### src/rtl/rf_wb_arbiter.sv
// Register-file write-port arbiter: three write-back sources, link cycles
// and a pending-load scoreboard, with a fixed one-cycle issue latency.
module rf_wb_arbiter #(
  parameter int WIDTH     = 32,
  parameter int ADDR_SIZE = 4
) (
  input  logic                      clk,
  input  logic                      reset,
  input  logic                      s0_valid,
  input  logic                      s1_valid,
  input  logic                      s2_valid,
  output logic                      s0_ready,
  output logic                      s1_ready,
  output logic                      s2_ready,
  input  logic [ADDR_SIZE-1:0]      s0_wa,
  input  logic [ADDR_SIZE-1:0]      s1_wa,
  input  logic [ADDR_SIZE-1:0]      s2_wa,
  input  logic [WIDTH-1:0]          s0_din,
  input  logic [WIDTH-1:0]          s1_din,
  input  logic [WIDTH-1:0]          s2_din,
  input  logic                      lnk_req,
  output logic                      lnk_ready,
  input  logic                      sb_set,
  input  logic [ADDR_SIZE-1:0]      sb_addr,
  output logic                      rf_wen,
  output logic [ADDR_SIZE-1:0]      rf_wa,
  output logic [WIDTH-1:0]          rf_din,
  output logic                      rf_link,
  output logic                      pc_wr,
  output logic [(1<<ADDR_SIZE)-1:0] pend,
  output logic [1:0]                rr_ptr
);

  localparam int NREG = 1 << ADDR_SIZE;
  localparam logic [ADDR_SIZE-1:0] PC_REG  = '1;
  localparam logic [ADDR_SIZE-1:0] LNK_REG =
    ADDR_SIZE'(NREG - 2);

  logic [2:0]           valid;
  logic [2:0]           gnt;
  logic                 xfer;
  logic [1:0]           sel_id;
  logic [1:0]           rr_nxt;
  logic [ADDR_SIZE-1:0] sel_wa;
  logic [WIDTH-1:0]     sel_din;
  logic [NREG-1:0]      set_m;
  logic [NREG-1:0]      clr_m;

  assign valid = {s2_valid, s1_valid, s0_valid};

  // Link cycles pre-empt data so a link never lands alongside a write.
  assign lnk_ready = reset & lnk_req;

  always_comb begin
    gnt = '0;
    if (reset && !lnk_req) begin
      case (rr_ptr)
        2'd1: begin
          if (valid[1])      gnt = 3'b010;
          else if (valid[2]) gnt = 3'b100;
          else if (valid[0]) gnt = 3'b001;
        end
        2'd2: begin
          if (valid[2])      gnt = 3'b100;
          else if (valid[0]) gnt = 3'b001;
          else if (valid[1]) gnt = 3'b010;
        end
        default: begin
          if (valid[0])      gnt = 3'b001;
          else if (valid[1]) gnt = 3'b010;
          else if (valid[2]) gnt = 3'b100;
        end
      endcase
    end
  end

  assign s0_ready = gnt[0];
  assign s1_ready = gnt[1];
  assign s2_ready = gnt[2];
  assign xfer     = |gnt;

  always_comb begin
    sel_id  = 2'd0;
    sel_wa  = s0_wa;
    sel_din = s0_din;
    unique case (1'b1)
      gnt[1]: begin
        sel_id  = 2'd1;
        sel_wa  = s1_wa;
        sel_din = s1_din;
      end
      gnt[2]: begin
        sel_id  = 2'd2;
        sel_wa  = s2_wa;
        sel_din = s2_din;
      end
      default: ;
    endcase
  end

  assign rr_nxt = (sel_id == 2'd2) ? 2'd0 : sel_id + 2'd1;

  always_ff @(posedge clk) begin
    if (!reset) begin
      rf_wen  <= 1'b0;
      rf_link <= 1'b0;
      rf_wa   <= '0;
      rf_din  <= '0;
      pc_wr   <= 1'b0;
      rr_ptr  <= 2'd0;
    end else begin
      rf_wen  <= xfer;
      rf_link <= lnk_ready;
      pc_wr   <= xfer && (sel_wa == PC_REG);
      if (xfer) begin
        rf_wa  <= sel_wa;
        rf_din <= sel_din;
        rr_ptr <= rr_nxt;
      end
    end
  end

  // Clears follow the issued write; a fresh set wins over a clear.
  assign set_m = sb_set ? (NREG'(1) << sb_addr) : '0;
  assign clr_m =
    (rf_wen  ? (NREG'(1) << rf_wa)   : '0) |
    (rf_link ? (NREG'(1) << LNK_REG) : '0);

  always_ff @(posedge clk) begin
    if (!reset) pend <= '0;
    else        pend <= (pend & ~clr_m) | set_m;
  end

endmodule

### config.mk
export PLATFORM = sky130hd
export DESIGN_NAME = rf_wb_arbiter
export DESIGN_NICKNAME = d
export VERILOG_FILES = /design/src/rtl/rf_wb_arbiter.sv
export SDC_FILE = /design/constraint.sdc
export NUM_CORES = 1
export LEC_CHECK = 0
export BUFFER_PORTS_ARGS = -buffer_cell sky130_fd_sc_hd__clkbuf_2
export CORE_MARGIN = 4
export CORE_UTILIZATION = 45
export DETAILED_ROUTE_END_ITERATION = 6
export GPL_TIMING_DRIVEN = 0
export PLACE_DENSITY = 0.85
export REMOVE_ABC_BUFFERS = 1
export SETUP_SLACK_MARGIN = 0.5
export SLEW_MARGIN = 20
export SYNTH_ARGS = -nofsm -noshare
export SYNTH_HDL_FRONTEND = slang
export SYNTH_SLANG_ARGS = --single-unit
### constraint.sdc
create_clock -name clk -period 6.26 [get_ports clk]
set_clock_uncertainty 0.1 [all_clocks]
set_input_delay 1.252 -clock clk [delete_from_list [all_inputs] [get_ports clk]]
set_output_delay 1.252 -clock clk [all_outputs]
set_load 0.02 [all_outputs]
After elaboration in Yosys (flattened, before gate mapping)

Cells that the tools add are included.

Memories kept: 0
ROM bits: 0
Latch bits: 0
Flip-flop bits (word level): 57
Input bits: 119
Output and inout bits: 61
Bits in writable memories: 0
Logic and storage cells: 41

Shift operators: 2
Div/mod/pow operators: 0
Add/sub/neg operators: 1
Multipliers: 0
Order comparisons: 0
Equality and inequality tests: 4
Mux-type cells: 18
Reduce and logical (&&, ||, !) cells: 4
Bitwise logic cells: 5

Operators by type and width:

| kind                 | number |
|---|---|
| $pmux 32 s2          | 1 |
| $mux 16              | 2 |
| $shl 1x4->16 const A | 2 |
| $mux 3               | 7 |
| $and 16x16->16       | 1 |
| $not 16->16          | 1 |
| $or 16x15->16        | 1 |
| $or 16x16->16        | 1 |
| $mux 15              | 1 |
| $pmux 4 s2           | 1 |
| $mux 2               | 3 |
| $pmux 3 s2           | 1 |
| $eq 2x2->1 const B   | 2 |
| $eq 4x4->1 const B   | 1 |
| $pmux 2 s2           | 1 |
| $reduce_or 3->1      | 1 |
| $add 2x1->2 const B  | 1 |
| $eq 2x1->1 const B   | 1 |
| $logic_and 1x1->1    | 2 |
| $and 1x1->1          | 1 |
| $logic_not 1->1      | 1 |
| $mux 1               | 1 |

Depth between registers and ports, before layout

Gate-level depths: netlist (run 1).

Depth after elaboration: 8
Mapped depth: 10
Mapped depth without buffers: 8

Worst setup path before layout (run 1)

Ideal clock, no wire load.

Path type: input port to output port
From: input port reset
To: output port s0_ready
Arrival: 2,166 ps
Buffers on the path: 3
Stages: 7
Setup slack: 2,742 ps
Required time: 4,908 ps
Cell sequence: buf_4 -> and2b_1 -> nand2_1 -> a21o_1 -> buf_2 -> inv_4 -> buf_4

Longest elaborated chain between the ends: 2

RTL lines:

| what              | line | text |
|---|---|---|
| from (decl)       | 8    | `input logic reset,` |
| $logic_and 1x1->1 | 56   | `if (reset && !lnk_req) begin` |
| $mux 3            | 56   |  |
| to (decl)         | 12   | `output logic s0_ready,` |

No other way between the ends.

Worst setup path after layout (run 1)

Ends and elaborated chain as after synthesis.

==> results by group, run 1 <==
Yosys
  • Yosys top cell area share: 41.53%
  • Largest cells by area after synthesis: dfxtp_1, a21oi_1, o21ai_0, a22oi_1, o31ai_1
  • Seq/Total Area, Yosys: 41.53%
  • Mapped cell area: 2748 µm²
  • Yosys cell types: 36
  • Async S/R FF share, synth: 0%
  • Avg Cell Area, Syn: 8.403 µm²
  • List of most frequent post-synthesis cells: dfxtp_1, a21oi_1, o21ai_0
  • Top_reg_cell synth: dfxtp_1
  • #FFs+latches synth: 57
  • Syn Inst Count: 327
  • Synth warnings: 0
  • Most area-hungry cell type in the Yosys netlist: dfxtp_1
  • Most instantiated library cell after synthesis: dfxtp_1
  • Post-synth EDFFs: 0

Setup path
  • R2R Path Start: rr_ptr[0]
  • Reg-to-reg slack, setup: 3.44 ns
  • Crit path max fanout: 37
  • Worst setup SP type: primary input
  • FF-to-FF path depth: 7
  • Crit path required time: 4.91 ns
  • Critical Path AT: 3.38 ns
  • Reg2reg end: pc_wr
  • Crit end category: output port
  • CP Class: primary input to output port

Drt
  • Total Wirelength: 9765 µm
  • DRC viols: 0
  • Drt wl/cell: 17.13 µm
  • 1st-iter DRT viols: 189
  • First-pass iteration count of the detailed router: 5
  • Drt via density: 5.816
  • Routed Antenna Nets: 0
  • Via count: 3315

CTS
  • Total CTS buffers: 9
  • Number of gates resized after cts: 0
  • Worst-Skew Late Latency: 0.32 ns
  • Post-CTS Setup Bufs: 0
  • Clock Pin Slew Worst Setup and Hold Paths: 0.06 ns
  • CTS tree: built
  • Clock Sink Count: 57
  • Clk root buf: clkbuf_8
  • # hold bufs at CTS: 0
  • CTS max path bufs: 2
  • # H-tree levels: 3

Placement
  • Routability cong.: 0.9177
  • Post-DP HPWL: 6921 µm
  • Post-Place Cells: 554
  • I/O Buffers: 179
  • Setup Slack @ Placement: 1.212 ns

Global route
  • Total track usage: 25.74%
  • Total congestion overflow: 0
  • First-pass GRT wire length: 15170 µm
  • Initial antenna violation count: 0
  • Largest net degree at the start of global routing: 39
  • Vias in the first global route: 3282

STA
  • Slew HR: 29.23%
  • Hold Fails Final Rpt: 0
  • Finish-stage setup viols: 0
  • Final period util: 75.64%
  • Max Slew Vio Count: 0
  • Peak Freq: 0.2112 GHz
  • Sum Neg Setup Slack: 0 ns
  • Fin crit period: 4.735 ns
  • RSZ-0062 raised after global routing: false
  • Tightest Pin Transition: 1.059 ns
  • Post-route setup slack: 1.525 ns

Power
  • Maximum VDD drop: 0.0001805 V
  • Final Total Pwr: 0.9159 mW
  • Power density cells: 240.3 nW/µm²
  • P_leak: 1.798 nW

Worst hold path
  • Hold path start: pend[10]
  • Hold WC Path Type: flip-flop to flip-flop
  • WHS Path Cells: 2
  • Worst-case hold path end point: pend[10]

Floorplan
  • Row cnt: 28
  • Core Area: 5921 µm²
  • I/O pin cnt: 180
  • Die ar.: 7420 µm²
  • Die height: 86.14 µm
  • Starting Density: 46.41%
  • Die Wd: 86.14 µm

Finish
  • Antenna cell count: 0
  • Fill cell count: 493
  • Synthesis-to-finish area growth: 38.71%
  • Layout Nets: 611
  • Layout cells sized above 1: 41.01%
  • Final non-filler cell total: 570

Outcome
  • Status: finished clean

Flow run
  • Max Cap Viol: 0
## metrics by stage
stage	hold WS, ns	utilization, %	area, µm²
3_5_place_dp	0.3669	61.16	3621
6_report	0.3726	64.37	3811
5_1_grt	0.4158	64.37	3811
3_3_place_gp	0.3624	60.65	3591
4_1_cts	0.3758	64.35	3810
2_1_floorplan	0.4535	-	2601
## layer usage
layer / wire length (µm) / track usage, %
met2: 4761 / 43.80
met1: 3738 / 29.39
met5: 0 / 0
met3: 1036 / 8.549
met4: 229 / 10.79
## worst max-delay path, stage by stage
cell      delay [ns]
clkbuf_2        0.62
and2b_1         0.29
nand2_1         0.07
a21o_2          0.40
inv_4           0.44
clkbuf_2        0.25
## kinds of logic after synthesis
family	count (synthesis)	share of synthesized area (%)
flip-flops	57	41.53
adder cells (fa/ha/maj)	2	0.9106
AO/OA/AOI/OAI	178	40.44
buffers and inverters	34	6.238
AND/OR/NAND/NOR	56	10.88
## area by class of cell
class | instances | area (µm²) | area share [%]
multi-input combinational | 236 | 1439 | 37.75
sequential | 57 | 1141 | 29.94
timing repair buffer | 180 | 923.4 | 24.23
clock buffer | 13 | 148.9 | 3.907
tap | 75 | 93.84 | 2.462
clock inverter | 3 | 40.04 | 1.051
inverter | 6 | 25.02 | 0.6566
## cell usage in the layout, fill, tap and decap left out, types with 5 or more instances in the layout
master and count:
o31ai_1 32, dfxtp_1 57, nand3_1 5, a21oi_1 50, nor2b_1 5, nor3_1 6
a22oi_1 32, clkbuf_8 10, clkbuf_2 179, nand2_1 18, o21ai_0 50
## state kept, by name, indices dropped and copies added, names as in the netlist
signal and cells:
rf_wen 1, rr_ptr 2, rf_link 1, pend 16, rf_din 32, rf_wa 4
pc_wr 1
## power by group
group | switching [mW] | internal (mW) | leakage (nW)
clock network | 0.138 | 0.194 | 0.0974
logic | 0.108 | 0.0731 | 1.23
registers | 0.0161 | 0.387 | 0.466
total | 0.262 | 0.654 | 1.80
## worst max-delay path by stage
stage / from / to / slack, ns / depth (start not counted)
after CTS: reset / s0_ready / 1.19 / 6
after global placement: reset / s0_ready / 1.17 / 6
final: reset / s0_ready / 1.53 / 6
after detailed placement: reset / s0_ready / 1.21 / 6
after global routing: reset / s0_ready / 1.44 / 6
after floorplan: lnk_req / s1_ready / 2.55 / 2
Power figures use the tool's default switching activity.
==> run 2: changes to the inputs <==
- CORE_UTILIZATION: 45 -> 42
- PLACE_DENSITY: 0.85 -> 0.8
- clock period: 6.26 -> 4.6 ns (I/O delays scaled with it)
==> run 2 against run 1 <==
Final cell count increased by 0.35%; flip-flop and latch count stayed put; global-route usage shrank 2.3 points; sequential share of layout area grew 0.079 points; die area up 6.5%; via count decreased by 2.0%; utilization fell by 4.5 points; combinational power up 35%.
==> results by group, run 2 (same netlist as run 1, synthesis figures left out) <==
Setup path
  • FF-to-FF path depth: 7 (unchanged)
  • Reg-to-reg slack, setup: 1.77 ns (-1.67 ns)
  • Crit end category: output port
  • Crit path required time: 3.58 ns (-1.33 ns)
  • Crit path max fanout: 37 (unchanged)
  • Critical Path AT: 2.78 ns (-0.60 ns)
  • CP Class: primary input to output port
  • R2R Path Start: rr_ptr[0]
  • Worst setup SP type: primary input
  • Reg2reg end: rf_wa[3]

Floorplan
  • I/O pin cnt: 180 (unchanged)
  • Starting Density: 43.27% (-3.1 points)
  • Core Area: 6350 µm² (+7.2%)
  • Die Wd: 88.88 µm (+3.2%)
  • Die ar.: 7900 µm² (+6.5%)
  • Row cnt: 29 (+3.6%)
  • Die height: 88.88 µm (+3.2%)

STA
  • Finish-stage setup viols: 0 (unchanged)
  • Post-route setup slack: 0.7951 ns (-0.7301 ns)
  • Sum Neg Setup Slack: 0 ns (unchanged)
  • RSZ-0062 raised after global routing: false
  • Tightest Pin Transition: 1.058 ns (-0.0004424 ns)
  • Max Slew Vio Count: 0 (unchanged)
  • Hold Fails Final Rpt: 0 (unchanged)
  • Fin crit period: 3.805 ns
  • Slew HR: 29.26% (+0.030 points)
  • Peak Freq: 0.2628 GHz
  • Final period util: 82.72%

Placement
  • Post-Place Cells: 556 (+0.36%)
  • I/O Buffers: 179 (unchanged)
  • Setup Slack @ Placement: 0.2268 ns (-0.9855 ns)
  • Post-DP HPWL: 6949 µm (+0.41%)
  • Routability cong.: 0.8688 (-5.3%)

Power
  • P_leak: 1.794 nW (-0.21%)
  • Clock power frac: 34.1% (-2.1 points)
  • Power density cells: 316.9 nW/µm² (+32%)
  • Maximum VDD drop: 0.0001796 V (-0.48%)
  • Combinational group share of total power: 20.3% (+0.6 points)
  • Sequential Power Share: 45.6% (+1.6 points)
  • Switch share: 29.53% (+0.95 points)
  • NetSw: 0.3557 mW (+36%)
  • Int Power: 0.8488 mW (+30%)

Finish
  • Max FFs per register: 32 (unchanged)
  • Antenna cell count: 0 (unchanged)
  • Final non-filler cell total: 572 (+0.35%)
  • Biggest regs: rf_din x32, pend x16, rf_wa x4
  • Synthesis-to-finish area growth: 38.34%
  • Most common cell after layout, fill and taps aside: clkbuf_2
  • Layout cells sized above 1: 41.21% (+0.20 points)
  • Largest Register: rf_din
  • Layout Nets: 611 (unchanged)
  • Commonest cells after routing, fill and taps aside: clkbuf_2, dfxtp_1, a21oi_1, o21ai_0

Drt
  • Drt via density: 5.678 (-2.4%)
  • 1st-iter DRT viols: 150 (-21%)
  • Via count: 3248 (-2.0%)
  • Drt wl/cell: 16.83 µm (-1.7%)
  • First-pass iteration count of the detailed router: 5 (unchanged)
  • DRC viols: 0 (unchanged)
  • Routed Antenna Nets: 0 (unchanged)
  • Total Wirelength: 9629 µm (-1.4%)

Outcome
  • Status: finished clean

CTS
  • Clock Sink Count: 57 (unchanged)
  • # hold bufs at CTS: 0 (unchanged)
  • Clk root buf: clkbuf_8
  • Post-CTS Setup Bufs: 0 (unchanged)
  • CTS max path bufs: 2 (unchanged)
  • Number of gates resized after cts: 1 (+1)
  • CTS tree: built
  • Clock Pin Slew Worst Setup and Hold Paths: 0.06 ns (about the same)
  • Total CTS buffers: 9 (unchanged)
  • # H-tree levels: 3 (unchanged)
  • Worst-Skew Late Latency: 0.33 ns (about the same)

Worst hold path
  • WHS Path Cells: 2 (unchanged)
  • Worst-case hold path end point: pend[9]
  • Hold path start: pend[9]
  • Hold WC Path Type: flip-flop to flip-flop

Flow run
  • Max Cap Viol: 0 (unchanged)

Global route
  • Total track usage: 23.48% (-2.3 points)
  • Vias in the first global route: 3028 (-7.7%)
  • First-pass GRT wire length: 14450 µm (-4.7%)
  • Total congestion overflow: 0 (unchanged)
  • Initial antenna violation count: 0 (unchanged)
  • Largest net degree at the start of global routing: 39 (unchanged)
-- run 2: worst max path at each step --
stage / start / to / slack (ns) / cells past startpoint
6_report: reset / s0_ready / 0.80 / 6
5_1_grt: reset / s0_ready / 0.68 / 6
4_1_cts: reset / s0_ready / 0.60 / 6
3_5_place_dp: reset / s0_ready / 0.23 / 6
3_3_place_gp: reset / s0_ready / 0.17 / 6
2_1_floorplan: lnk_req / s1_ready / 1.55 / 2
-- run 2: area by class of cell --
cell class                 count  area (µm²)
inverter                       6       25.02
multi-input combinational    236        1439
clock buffer                  13       158.9
timing repair buffer         180       925.9
tap                           77       96.34
fill                         571        2549
clock inverter                 3       15.01
sequential                    57        1141
-- run 2: stage by stage --
step                power [mW]  hold WS [ns]  instance area (µm²)  utilization [%]
global placement        0.7937        0.3597                 3593            56.59
floorplan               0.6800        0.4535                 2601                -
finish                   1.204        0.3736                 3801            59.86
detailed placement      0.8021        0.3675                 3623            57.06
CTS                      1.213        0.3761                 3799            59.82
global route             1.265        0.3988                 3801            59.86
-- run 2: metal layers --
layer	part of all wire (%)	GRT usage, %	vias up
met5	0	0	-
met4	2.7	10.85	0
met3	11	8.566	23
met2	48	37.45	164
met1	38	28.08	1494
li1	-	-	1567
-- run 2: worst max-delay path, stage by stage --
cell,delay [ns]
clkbuf_4,0.38
and2b_1,0.25
nand2_1,0.08
a21o_2,0.40
inv_4,0.43
clkbuf_2,0.25
-- run 2: power groups by stage --
stage | logic (mW) | registers (mW) | clock network (mW)
3_5_place_dp | 0.244 | 0.558 | 0
6_report | 0.245 | 0.549 | 0.411
2_1_floorplan | 0.0844 | 0.596 | 0
4_1_cts | 0.245 | 0.549 | 0.420
3_3_place_gp | 0.237 | 0.557 | 0
5_1_grt | 0.267 | 0.552 | 0.446
